## config.mk

```make
export PLATFORM = sky130hd
export DESIGN_NAME = zorro_master
export DESIGN_NICKNAME = d
export VERILOG_FILES = /design/src/rtl/zorro_pkg.sv /design/src/rtl/bus_watchdog.sv /design/src/rtl/zorro_master.sv
export SDC_FILE = /design/constraint.sdc
export NUM_CORES = 1
export LEC_CHECK = 0
export CAP_MARGIN = 40
export CELL_PAD_IN_SITES_DETAIL_PLACEMENT = 1
export CELL_PAD_IN_SITES_GLOBAL_PLACEMENT = 2
export CORE_ASPECT_RATIO = 0.7
export CORE_UTILIZATION = 29
export CTS_BUF_LIST = sky130_fd_sc_hd__clkbuf_4
export DETAILED_ROUTE_END_ITERATION = 12
export MAX_ROUTING_LAYER = met4
export PLACE_DENSITY_LB_ADDON = 0.15
export SETUP_SLACK_MARGIN = 0.4
export SLEW_MARGIN = 15
export SYNTH_ARGS = -nofsm -noshare
export SYNTH_HDL_FRONTEND = slang
export SYNTH_SLANG_ARGS = --single-unit
```

## constraint.sdc

```tcl
create_clock -name CLK -period 1.7 [get_ports CLK]
set_clock_uncertainty 0.05 [all_clocks]
set_input_delay 0.255 -clock CLK [delete_from_list [all_inputs] [get_ports CLK]]
set_output_delay 0.255 -clock CLK [all_outputs]
set_load 0.01 [all_outputs]
```

## src/rtl/zorro_pkg.sv

```systemverilog
// Shared types and constants for the Zorro bus master.
package zorro_pkg;

    typedef enum logic [2:0] {
        S_IDLE,
        S_ADDR,
        S_ASSERT,
        S_WAIT,
        S_DATA,
        S_TERM
    } state_t;

    localparam int DEFAULT_TIMEOUT = 64;

endpackage

```

## src/rtl/bus_watchdog.sv

```systemverilog
// Counts consecutive cycles while clear is low; expired flags the last allowed cycle.
module bus_watchdog #(
    parameter int LIMIT = 64
) (
    input  logic clk,
    input  logic reset,
    input  logic clear,
    output logic expired
);

    localparam int CW = $clog2(LIMIT + 1);

    logic [CW-1:0] counter;

    always_ff @(posedge clk) begin
        if (reset || clear) begin
            counter <= '0;
        end else if (!expired) begin
            counter <= counter + 1'b1;
        end
    end

    assign expired = !clear && (counter == CW'(LIMIT - 1));

endmodule

```

## src/rtl/zorro_master.sv

```systemverilog
// Zorro bus master: one request runs ADDR/ASSERT/WAIT/DATA/TERM with registered bus outputs.
// Define ZORRO_MASTER_TIMEOUT_EN to abort WAIT after TIMEOUT_CYCLES with err.
module zorro_master
    import zorro_pkg::*;
#(
    parameter int TIMEOUT_CYCLES = DEFAULT_TIMEOUT
) (
    input  logic        CLK,
    input  logic        RESET,
    input  logic        req,
    input  logic [22:0] req_addr,
    input  logic        req_rw,
    input  logic        req_ube,
    input  logic        req_lbe,
    input  logic [15:0] req_wdata,
    input  logic        bus_grant,
    output logic        busy,
    output logic        done,
    output logic        err,
    output logic [15:0] rdata,
    output logic [22:0] ADDR,
    output logic        RW,
    output logic        AS_n,
    output logic        UDS_n,
    output logic        LDS_n,
    output logic [15:0] DOUT,
    output logic        DOE,
    input  logic [15:0] DIN,
    input  logic        DTACK_n,
    input  logic        BERR_n
);

    state_t      state, next_state;
    logic [22:0] addr_q;
    logic        rw_q, ube_q, lbe_q;
    logic [15:0] wdata_q;
    logic        dtack_q, berr_q;
    logic        err_flag;
    logic        timeout;
    logic        accept, no_enables;

    assign accept     = (state == S_IDLE) && req && bus_grant;
    assign no_enables = !req_ube && !req_lbe;

`ifdef ZORRO_MASTER_TIMEOUT_EN
    bus_watchdog #(
        .LIMIT(TIMEOUT_CYCLES)
    ) u_watchdog (
        .clk    (CLK),
        .reset  (RESET),
        .clear  (state != S_WAIT),
        .expired(timeout)
    );
`else
    logic unused_timeout;
    assign unused_timeout = (TIMEOUT_CYCLES > 0);
    assign timeout        = 1'b0;
`endif

    always_ff @(posedge CLK) begin
        if (RESET) begin
            state <= S_IDLE;
        end else begin
            state <= next_state;
        end
    end

    // DTACK_n/BERR_n are asynchronous, so the FSM only ever looks at their registered copies.
    always_ff @(posedge CLK) begin
        if (RESET) begin
            addr_q   <= '0;
            rw_q     <= 1'b1;
            ube_q    <= 1'b0;
            lbe_q    <= 1'b0;
            wdata_q  <= '0;
            err_flag <= 1'b0;
            dtack_q  <= 1'b1;
            berr_q   <= 1'b1;
        end else begin
            dtack_q <= DTACK_n;
            berr_q  <= BERR_n;
            if (accept) begin
                addr_q   <= req_addr;
                rw_q     <= req_rw;
                ube_q    <= req_ube;
                lbe_q    <= req_lbe;
                wdata_q  <= req_wdata;
                err_flag <= no_enables;
            end else if (state == S_WAIT) begin
                if (!berr_q || (dtack_q && timeout)) begin
                    err_flag <= 1'b1;
                end
            end
        end
    end

    always_comb begin
        next_state = state;
        case (state)
            S_IDLE:   if (accept) next_state = no_enables ? S_TERM : S_ADDR;
            S_ADDR:   next_state = S_ASSERT;
            S_ASSERT: next_state = S_WAIT;
            S_WAIT: begin
                if (!berr_q) begin
                    next_state = S_TERM;
                end else if (!dtack_q) begin
                    next_state = S_DATA;
                end else if (timeout) begin
                    next_state = S_TERM;
                end
            end
            S_DATA:   next_state = S_TERM;
            S_TERM:   next_state = S_IDLE;
            default:  next_state = S_IDLE;
        endcase
    end

    // Bus and handshake outputs are decoded from the current state and registered,
    // so every pin changes one cycle after the state it belongs to.
    always_ff @(posedge CLK) begin
        if (RESET) begin
            AS_n  <= 1'b1;
            UDS_n <= 1'b1;
            LDS_n <= 1'b1;
            RW    <= 1'b1;
            DOE   <= 1'b0;
            busy  <= 1'b0;
            done  <= 1'b0;
            err   <= 1'b0;
            rdata <= '0;
            ADDR  <= '0;
            DOUT  <= '0;
        end else begin
            busy  <= (state != S_IDLE);
            done  <= 1'b0;
            AS_n  <= 1'b1;
            UDS_n <= 1'b1;
            LDS_n <= 1'b1;
            case (state)
                S_IDLE: begin
                    DOE <= 1'b0;
                    if (accept) err <= 1'b0;
                end
                S_ADDR: begin
                    ADDR <= addr_q;
                    RW   <= rw_q;
                end
                S_ASSERT: begin
                    AS_n <= 1'b0;
                    if (rw_q) begin
                        UDS_n <= !ube_q;
                        LDS_n <= !lbe_q;
                    end else begin
                        DOE  <= 1'b1;
                        DOUT <= wdata_q;
                    end
                end
                S_WAIT, S_DATA: begin
                    AS_n  <= 1'b0;
                    UDS_n <= !ube_q;
                    LDS_n <= !lbe_q;
                    if (state == S_DATA && rw_q) rdata <= DIN;
                end
                S_TERM: begin
                    done <= 1'b1;
                    err  <= err_flag;
                end
                default: ;
            endcase
        end
    end

endmodule

```

==> flow_metrics.tcl <==
set metrics [dict create \
    slew_violations 0 \
    cts_tree "yes" \
    finalSetupTns_ns 0 \
    synth.most_common_cell "nand2_1" \
    grt_pass1_wl_mm 18.7 \
    drive_gt1_share_pct 35.7 \
    relSlewSlack_pct 71.9 \
    gp_congestion 0.712 \
    fin_crit_ns 1.46 \
    async_flop_share_pct 0 \
    met2_usage_pct 24.5 \
    synth_cells 484 \
    cts_buffers 9 \
    synth_fp_nets 548 \
    setup_viol 0 \
    drt_pass1_iterations 4 \
    first_global_vias 3695 \
    core.rowCount 37 \
    core_um2 14700 \
    ant_nets 0 \
    grt_use_met3_pct 3.89 \
    synth_top_area_cell "dfxtp_1" \
    ys_top_cells_by_count "114 x nand2_1, 111 x dfxtp_1, 83 x nand2b_1, 57 x a21oi_1, 42 x mux2i_1" \
    yosysTopAreaCellShare_pct 50.6 \
    die_x_um 149 \
    critPathLaunchType "flop" \
    clock_latency_ns 0.45 \
    port_buffers 126 \
    setup_slack_ns 0.243 \
    die_area_um2 15700 \
    num_vias 3657 \
    p_per_area_nw_per_um2 836 \
    wl_per_cell_um 14.8 \
    hold_buffers 0 \
    worstPathArrival_ns 1.79 \
    fmax_mhz 686 \
    setup.worst_path.class "flop to flop" \
    numPlacedInstances 784 \
    rsz0062_at_grt "yes" \
    hold_slack_ns 0.182 \
    end_kind "flop" \
    yosys.cell_types.count 33 \
    area_growth_pct 48.8 \
    peakVddDrop_mv 0.474 \
    final_hold_viol_count 0 \
    synth.area.top_cells "dfxtp_1 51%, nand2b_1 12%, nand2_1 9.7%, mux2i_1 9.6%, a21oi_1 6.5%" \
    dp_hpwl_mm 7.62 \
    tightest_slew_ns 0.421 \
    period_share_pct 85.7 \
    htree_levels 3 \
    die_y_um 105 \
    cp_max_fo 6 \
    met1_usage_pct 20.0 \
    status "finished clean" \
    synth_flop_cell "dfxtp_1" \
    start_util_pct 29.8 \
    synth_seq_area_share_pct 50.6 \
    synth_area_per_cell_um2 9.08 \
    yosysWarnings 0 \
    max-cap-violations 0 \
    p_leak_uw 0.00247 \
    synth_edf_count 0 \
    antenna_found_initial 0 \
    drt-initial-drc-count 137 \
    critPathRequiredTime_ns 2.03 \
    grt_busiest_layer "met2" \
    clockBufferDepth 2 \
    cts_root_buffer "clkbuf_4" \
    fin_util_pct 44.4 \
    avgViaCountPerCell 4.44 \
    ys_seq_elements 111 \
    grt_max_degree 47 \
    numClockSinks 111 \
    routed_wl_mm 12.2 \
    stdcell_count 823 \
    diodes 0 \
    syn-cell-area_um2 4390 \
    path_clk_slew_ns 0.15 \
    place_ws_ns 0.0975 \
    drc 0 \
    grt-ovfl-total 0 \
    grt_util_all_layers_pct 15.6 \
    hold_path_class "primary input to flop" \
    final_nets 688 \
    ios 127 \
]
==> cell type report <==
| cell class | count | area [um^2] |
|---|---|---|
| Fill cell | 1673 | 8190 |
| Tap cell | 195 | 244 |
| Timing Repair Buffer | 166 | 1690 |
| Inverter | 2 | 7.51 |
| Clock inverter | 3 | 68.8 |
| Sequential cell | 111 | 2310 |
| Clock buffer | 12 | 90.1 |
| Multi-Input combinational cell | 334 | 2130 |
==> routing by layer <==
layer	vias to the layer above	part of all wire, %
li1	1852	-
met1	1717	49
met2	80	45
met3	8	4.6
met4	0	0.73
met5	-	0
==> power by group <==
part / switching (uW) / total [uW] / internal [uW]
sequential: 90.7 / 2830 / 2740
combinational: 527 / 1170 / 646
clock: 815 / 1460 / 644
total: 1430 / 5470 / 4030
==> cells by family (layout without fill, tap and decap cells) <==
| family | count (synthesis) | after routing | synth area share (%) |
|---|---|---|---|
| mux | 42 | 42 | 9.57 |
| simple gates | 224 | 224 | 26.1 |
| compound gates | 68 | 68 | 8.37 |
| buf+inv | 39 | 183 | 5.41 |
| flops | 111 | 111 | 50.6 |
==> path summary, 6_finish.rpt <==
check                              start        end  slack, ns  cells past startpoint
worst max-delay path            state[0]  addr_q[5]       0.24                      5
worst min-delay path               RESET   rdata[2]       0.18                      2
worst max register to register  state[0]  addr_q[5]       0.24                      5
worst min register to register     lbe_q      LDS_n       0.37                      1
==> cells in the final DEF, fill, tap and decap left out, types with 2 or more instances in the layout <==
cell / count
a21oi_1: 44
a21oi_2: 13
a221oi_2: 2
buf_12: 8
buf_16: 2
buf_2: 21
buf_4: 24
buf_6: 48
bufinv_16: 2
clkbuf_4: 12
clkdlybuf4s50_1: 62
dfxtp_1: 48
dfxtp_2: 59
dfxtp_4: 4
inv_1: 2
mux2i_1: 42
nand2_1: 101
nand2_2: 5
nand2_4: 8
nand2b_1: 83
nand3b_1: 5
nor2_1: 7
o21ai_0: 2
or2_2: 3
==> metrics by stage <==
step,total power (uW),cell area [um^2]
after floorplan,3400,4410
after global placement,3770,5860
after detailed placement,3790,5860
after CTS,5370,5960
after global routing,5770,6540
final,5470,6540
==> worst max-delay path, stage by stage, from the launching register on <==
cell and delay (ns):
dfxtp_4 0.40, nor3_4 0.21, and3_4 0.27, buf_4 0.13, clkbuf_16 0.14, mux2i_1 0.20
==> sequential cells by signal, indices dropped and copies added, names as in the netlist, 3 cells and up <==
signal	count
state	3
ADDR	23
addr_q	23
rdata	16
DOUT	16
wdata_q	16
==> repair_timing <==
action / 4_1_cts / 5_1_grt
buffers inserted: 9 / 10
resized for setup: 323 / 109
cloned: 2 / 3
setup endpoints to repair: 165 / 144
pin swaps: 1 / 20
hold endpoints to repair: 0 / 0
Note: power is estimated with default switching activity, not from simulation.
